## src/rtl/uart_z_pkg.sv

```systemverilog
// uart_z_pkg: shared FSM states, default acknowledge bytes and bit-time counter sizing
// for the UART acknowledge transmitter.
package uart_z_pkg;

    typedef enum logic [2:0] {IDLE, START, DATA, STOP, PARITY} state_t;

    localparam logic [7:0] NAK_BYTE_DEF = 8'h4E;
    localparam logic [7:0] ACK_BASE_DEF = 8'h30;

    function automatic int cnt_width(input int baud_div);
        return (baud_div < 2) ? 1 : $clog2(baud_div);
    endfunction

endpackage

```

## src/rtl/uart_flag_ack_tx_if.sv

```systemverilog
// uart_flag_ack_tx_if: receive-complete request in, serial acknowledge line and status out.
interface uart_flag_ack_tx_if;

    logic       over_rx;
    logic [1:0] flag;
    logic       tx;
    logic       busy;
    logic       drop;

    modport master (output over_rx, flag, input tx, busy, drop);
    modport slave  (input over_rx, flag, output tx, busy, drop);

endinterface

```

## src/rtl/uart_tx_baud_z.sv

```systemverilog
// uart_tx_baud_z: free-running bit-time counter; tick is high in the last cycle of each bit.
module uart_tx_baud_z
    import uart_z_pkg::*;
#(
    parameter int BAUD_DIV = 10
) (
    input  logic clk,
    input  logic rst_n,
    input  logic clear,
    output logic tick
);

    localparam int W = cnt_width(BAUD_DIV);

    logic [W-1:0] r_cnt;

    assign tick = (r_cnt == W'(BAUD_DIV - 1));

    always_ff @(posedge clk or negedge rst_n) begin
        if (!rst_n) begin
            r_cnt <= '0;
        end else begin
            r_cnt <= (clear || tick) ? '0 : r_cnt + W'(1);
        end
    end

endmodule

```

## src/rtl/uart_flag_ack_tx.sv

```systemverilog
// uart_flag_ack_tx: sends a one-byte ACK/NAK per receive-complete edge, with one pending slot.
// Define UART_ACK_PARITY_EN for 8E1 frames; default is 8N1.
module uart_flag_ack_tx
    import uart_z_pkg::*;
#(
    parameter int         CLK_FREQ = 50_000_000,
    parameter int         BAUD     = 9600,
    parameter logic [7:0] ACK_BASE = ACK_BASE_DEF,
    parameter logic [7:0] NAK_BYTE = NAK_BYTE_DEF
) (
    input  logic              clk,
    input  logic              rst_n,
    uart_flag_ack_tx_if.slave bus
);

    localparam int BAUD_DIV = CLK_FREQ / BAUD;

    state_t     r_state;
    logic       r_over_q;
    logic       r_pend_vld;
    logic [7:0] r_pend_byte;
    logic [7:0] r_shift;
    logic [2:0] r_bit;
    logic       r_tx;
    logic       r_drop;
`ifdef UART_ACK_PARITY_EN
    logic       r_par;
`endif
    logic       w_req;
    logic       w_pop;
    logic       w_tick;
    logic [7:0] w_byte;

    // r_over_q resets high so a line already high out of reset is not a request
    assign w_req  = bus.over_rx & ~r_over_q;
    assign w_pop  = (r_state == IDLE) & r_pend_vld;
    assign w_byte = (bus.flag == 2'b00) ? NAK_BYTE : ACK_BASE + 8'(bus.flag);

    uart_tx_baud_z #(.BAUD_DIV(BAUD_DIV)) u_baud (
        .clk   (clk),
        .rst_n (rst_n),
        .clear (w_pop),
        .tick  (w_tick)
    );

    always_ff @(posedge clk or negedge rst_n) begin
        if (!rst_n) begin
            r_over_q    <= 1'b1;
            r_pend_vld  <= 1'b0;
            r_pend_byte <= '0;
            r_drop      <= 1'b0;
        end else begin
            r_over_q <= bus.over_rx;
            r_drop   <= w_req & r_pend_vld & ~w_pop;
            if (w_req && (w_pop || !r_pend_vld)) begin
                r_pend_vld  <= 1'b1;
                r_pend_byte <= w_byte;
            end else if (w_pop) begin
                r_pend_vld <= 1'b0;
            end
        end
    end

    always_ff @(posedge clk or negedge rst_n) begin
        if (!rst_n) begin
            r_state <= IDLE;
            r_tx    <= 1'b1;
            r_shift <= '0;
            r_bit   <= '0;
`ifdef UART_ACK_PARITY_EN
            r_par   <= 1'b0;
`endif
        end else begin
            case (r_state)
                IDLE: begin
                    r_tx <= 1'b1;
                    if (r_pend_vld) begin
                        r_shift <= r_pend_byte;
                        r_bit   <= '0;
                        r_tx    <= 1'b0;
                        r_state <= START;
`ifdef UART_ACK_PARITY_EN
                        r_par   <= ^r_pend_byte;
`endif
                    end
                end
                START: if (w_tick) begin
                    r_tx    <= r_shift[0];
                    r_shift <= r_shift >> 1;
                    r_state <= DATA;
                end
                DATA: if (w_tick) begin
                    r_bit <= r_bit + 3'd1;
                    if (r_bit == 3'd7) begin
`ifdef UART_ACK_PARITY_EN
                        r_tx    <= r_par;
                        r_state <= PARITY;
`else
                        r_tx    <= 1'b1;
                        r_state <= STOP;
`endif
                    end else begin
                        r_tx    <= r_shift[0];
                        r_shift <= r_shift >> 1;
                    end
                end
`ifdef UART_ACK_PARITY_EN
                PARITY: if (w_tick) begin
                    r_tx    <= 1'b1;
                    r_state <= STOP;
                end
`endif
                STOP: if (w_tick) r_state <= IDLE;
                default: r_state <= IDLE;
            endcase
        end
    end

    assign bus.tx   = r_tx;
    assign bus.busy = (r_state != IDLE) | r_pend_vld;
    assign bus.drop = r_drop;

endmodule

```

## src/flat_wrapper.sv

```systemverilog
// flat-port wrapper written by rule: the top's interface ports become plain ports
module uart_flag_ack_tx_flat import uart_z_pkg::*;
#(
    parameter int         CLK_FREQ = 50_000_000,
    parameter int         BAUD     = 9600,
    parameter logic [7:0] ACK_BASE = ACK_BASE_DEF,
    parameter logic [7:0] NAK_BYTE = NAK_BYTE_DEF
)
  (clk, rst_n, bus_over_rx, bus_flag, bus_tx, bus_busy, bus_drop);
  uart_flag_ack_tx_if bus_i ();
  input  logic clk;
  input  logic rst_n;
  input wire logic [$bits(bus_i.over_rx)-1:0] bus_over_rx;
  input wire logic [$bits(bus_i.flag)-1:0] bus_flag;
  output wire logic [$bits(bus_i.tx)-1:0] bus_tx;
  output wire logic [$bits(bus_i.busy)-1:0] bus_busy;
  output wire logic [$bits(bus_i.drop)-1:0] bus_drop;
  assign bus_i.over_rx = bus_over_rx;
  assign bus_i.flag = bus_flag;
  assign bus_tx = bus_i.tx;
  assign bus_busy = bus_i.busy;
  assign bus_drop = bus_i.drop;
  uart_flag_ack_tx #(.CLK_FREQ(CLK_FREQ), .BAUD(BAUD), .ACK_BASE(ACK_BASE), .NAK_BYTE(NAK_BYTE)) u_core (.clk(clk), .rst_n(rst_n), .bus(bus_i));
endmodule
```

## config.mk

```make
export PLATFORM = sky130hd
export DESIGN_NAME = uart_flag_ack_tx_flat
export DESIGN_NICKNAME = d
export VERILOG_FILES = /design/src/rtl/uart_z_pkg.sv /design/src/rtl/uart_flag_ack_tx_if.sv /design/src/rtl/uart_tx_baud_z.sv /design/src/rtl/uart_flag_ack_tx.sv /design/src/flat_wrapper.sv
export SDC_FILE = /design/constraint.sdc
export NUM_CORES = 1
export LEC_CHECK = 0
export BUFFER_PORTS_ARGS = -buffer_cell sky130_fd_sc_hd__buf_4
export CAP_MARGIN = 20
export CORE_MARGIN = 1.5
export CORE_UTILIZATION = 50
export CTS_CLUSTER_DIAMETER = 200
export DETAILED_ROUTE_END_ITERATION = 6
export PLACE_DENSITY = 0.67
export SETUP_SLACK_MARGIN = 0.05
export SLEW_MARGIN = 25
export SYNTH_ARGS = -nofsm -noshare
export SYNTH_HDL_FRONTEND = slang
export SYNTH_SLANG_ARGS = --single-unit
```

## constraint.sdc

```tcl
create_clock -name clk -period 3.3 [get_ports clk]
set_input_delay 0.66 -clock clk [delete_from_list [all_inputs] [get_ports clk]]
set_output_delay 0.66 -clock clk [all_outputs]
set_load 0.005 [all_outputs]
```

==> results_dict.tcl <==
set metrics [dict create \
    drt-initial-drc-count 75 \
    path_class "register to register" \
    total_power_mw 0.669 \
    viasPerCell 5.35 \
    cts_sinks 33 \
    cts_root_buffer "clkbuf_4" \
    clock_latency_ns 0.32 \
    slew_headroom_pct 70.7 \
    drc 0 \
    finalSetupTns_ns 0 \
    ir_drop_uv 244 \
    synthCells 163 \
    synth.top_cell.area_share_pct 45.5 \
    instances_no_fill 218 \
    boundaryPins 8 \
    place_congestion 0.761 \
    cts_buffers 5 \
    post-cts-setup-buffer-count 0 \
    worstSetupStartpointType "register" \
    port_buffers 7 \
    start_util_pct 51.5 \
    powerDensity_mw_per_mm2 364 \
    sequentialPowerShare_pct 62.7 \
    floorplan.rows 21 \
    die_h_um 61.4 \
    grt_overflow 0 \
    grt_pass1_vias 1115 \
    slew_viol_final 0 \
    cap_violations 0 \
    p_leak_nw 0.912 \
    placed_area_mm2 0.00178 \
    wire_per_inst_um 13.2 \
    syn-num-nets 176 \
    clk_path_buf_depth 2 \
    yosys_warnings 0 \
    synth_edf_count 0 \
    cp_max_fo 8 \
    nets 185 \
    ys_seq_area_share_pct 48.5 \
    ys_types 35 \
    synth_most_common_cell "dfrtp_1" \
    skew_ns 0.00387 \
    ys_ff_latch 33 \
    nFillCells 299 \
    syn_area_per_cell_um2 10.5 \
    grt_pass1_wl_mm 4.97 \
    synth_area_mm2 0.00171 \
    first_pass_iters 4 \
    p_clk_share_pct 34.0 \
    place_ws_ns 0.746 \
    ant_nets 0 \
    diodes 0 \
    grt_setup_unrepaired "no" \
    p_sw_share_pct 21.7 \
    wirelength_mm 2.88 \
    period_minus_slack_ns 2.57 \
    max_freq_mhz 389 \
    synthToLayoutAreaGrowth_pct 7.70 \
    layout.area.seq_um2 828 \
    cts.clk_slew.worst_paths_ns 0.09 \
    switchingPower_mw 0.145 \
    antenna_found_initial 0 \
    synth_top_area_cell "dfrtp_1" \
    setup_viol 0 \
    h-tree-depth 2 \
    outcome "finished, final reports clean" \
    hpwl_mm 2.06 \
    multi_input_area_um2 815 \
    cts_tree "yes" \
    finalHoldViolCount 0 \
    worst_slack_ns 0.729 \
    synthFlopType "dfrtp_1" \
    synth_area_leaders "dfrtp_1, ha_1, mux2_4" \
    combPwrFrac_pct 3.3 \
    async_reset_ff_share_pct 100 \
    final.period_utilization_pct 77.9 \
    hold_buffers 0 \
    p_int_mw 0.524 \
    dieArea_mm2 0.00377 \
    hold_class "input pin to asynchronous set/reset pin" \
    drive_above_1_share_pct 15.1 \
    coreArea_mm2 0.00331 \
    cp.required_ns 3.52 \
    dr_total_vias 1167 \
    dp.cells 211 \
    grt_max_degree 34 \
    tightest_slew_ns 0.440 \
    endpoint_kind "register" \
    yosys-top-cells-count "dfrtp_1, nand2_1, nor2_1" \
    postCtsResizedCells 0 \
    grt_usage_pct 17.9 \
    final_area_mm2 0.00184 \
    die_x_um 61.4 \
    cp.arrival_ns 2.79 \
]
[logic make-up after synthesis]
logic type	Yosys count	synth area share, %
adder cells (fa/ha/maj)	8	5.87
XOR/XNOR	9	4.62
buffers and inverters	13	3.74
flip-flops	33	48.5
AO/OA/AOI/OAI	18	6.67
multiplexers	15	10.9
AND/OR/NAND/NOR	67	19.7
[through the flow]
step / hold slack (ns) / util [%]
finish: 0.253 / 55.5
global route: 0.276 / 55.5
CTS: 0.264 / 55.5
detailed placement: 0.472 / 53.9
global placement: 0.464 / 53.9
floorplan: 0.364 / -
[final timing paths]
kind / slack (ns) / to / cells after the start / startpoint
hold / removal: 0.25 / u_core.r_bit[0] / 1 / rst_n
hold reg to reg: 0.48 / u_core.r_pend_byte[0] / 2 / u_core.r_pend_byte[0]
setup reg to reg: 0.73 / u_core.r_shift[3] / 4 / u_core.u_baud.r_cnt[9]
setup / recovery: 0.73 / u_core.r_shift[3] / 4 / u_core.u_baud.r_cnt[9]
min in group clk: 0.45 / u_core.r_over_q / 1 / bus_over_rx
max in group asynchronous: 2.70 / u_core.bus.tx / 1 / rst_n
[state kept, by name, summed over array words and instances (netlist names)]
signal / count
u_core.bus.drop: 1
u_core.bus.tx: 1
u_core.r_bit: 3
u_core.r_over_q: 1
u_core.r_pend_byte: 4
u_core.r_pend_vld: 1
u_core.r_shift: 7
u_core.r_state: 2
u_core.u_baud.r_cnt: 13
[per-layer routing]
layer | GRT usage, % | up-vias | wire, um
met5 | 0 | - | 0
met4 | 6.99 | 0 | 25
met3 | 4.62 | 3 | 97
met2 | 26.1 | 15 | 1300
met1 | 25.7 | 576 | 1460
li1 | - | 573 | -
[worst max-delay path, stage by stage (launching register included)]
cell and delay (ns):
dfrtp_1 0.43, or4b_1 0.58, or3_1 0.52, a221o_1 0.57
mux2_4 0.35
[cells in the final DEF (no fill, tap or decap), types with 3 or more instances in the layout]
| master | synthesis | routed |
|---|---|---|
| a21oi_1 | 4 | 4 |
| buf_4 | 0 | 7 |
| clkbuf_4 | 0 | 5 |
| dfrtp_1 | 31 | 31 |
| ha_1 | 8 | 8 |
| inv_1 | 8 | 8 |
| mux2_2 | 4 | 4 |
| mux2_4 | 6 | 6 |
| mux2i_1 | 5 | 5 |
| nand2_1 | 20 | 20 |
| nand2b_1 | 7 | 7 |
| nand3_1 | 3 | 3 |
| nand4_1 | 5 | 5 |
| nor2_1 | 15 | 15 |
| o21ai_0 | 6 | 6 |
| or3_1 | 4 | 4 |
| xnor2_1 | 6 | 6 |
| xor2_1 | 3 | 3 |
[power by group through the flow]
stage | sequential [mW] | combinational [mW] | clock, mW
global placement | 0.427 | 0.0221 | 0
CTS | 0.420 | 0.0229 | 0.235
floorplan | 0.426 | 0.00821 | 0
detailed placement | 0.428 | 0.0228 | 0
finish | 0.419 | 0.0219 | 0.228
global route | 0.421 | 0.0260 | 0.253
[area by class of cell]
cell class / instances / share of cell area, %
flip-flops and latches: 33 / 45.1
well taps: 46 / 3.13
repair buffers: 7 / 2.86
multi-input cells: 117 / 44.3
clock buffers: 7 / 3.00
inverters: 8 / 1.63
(Power assumes the default switching activity.)
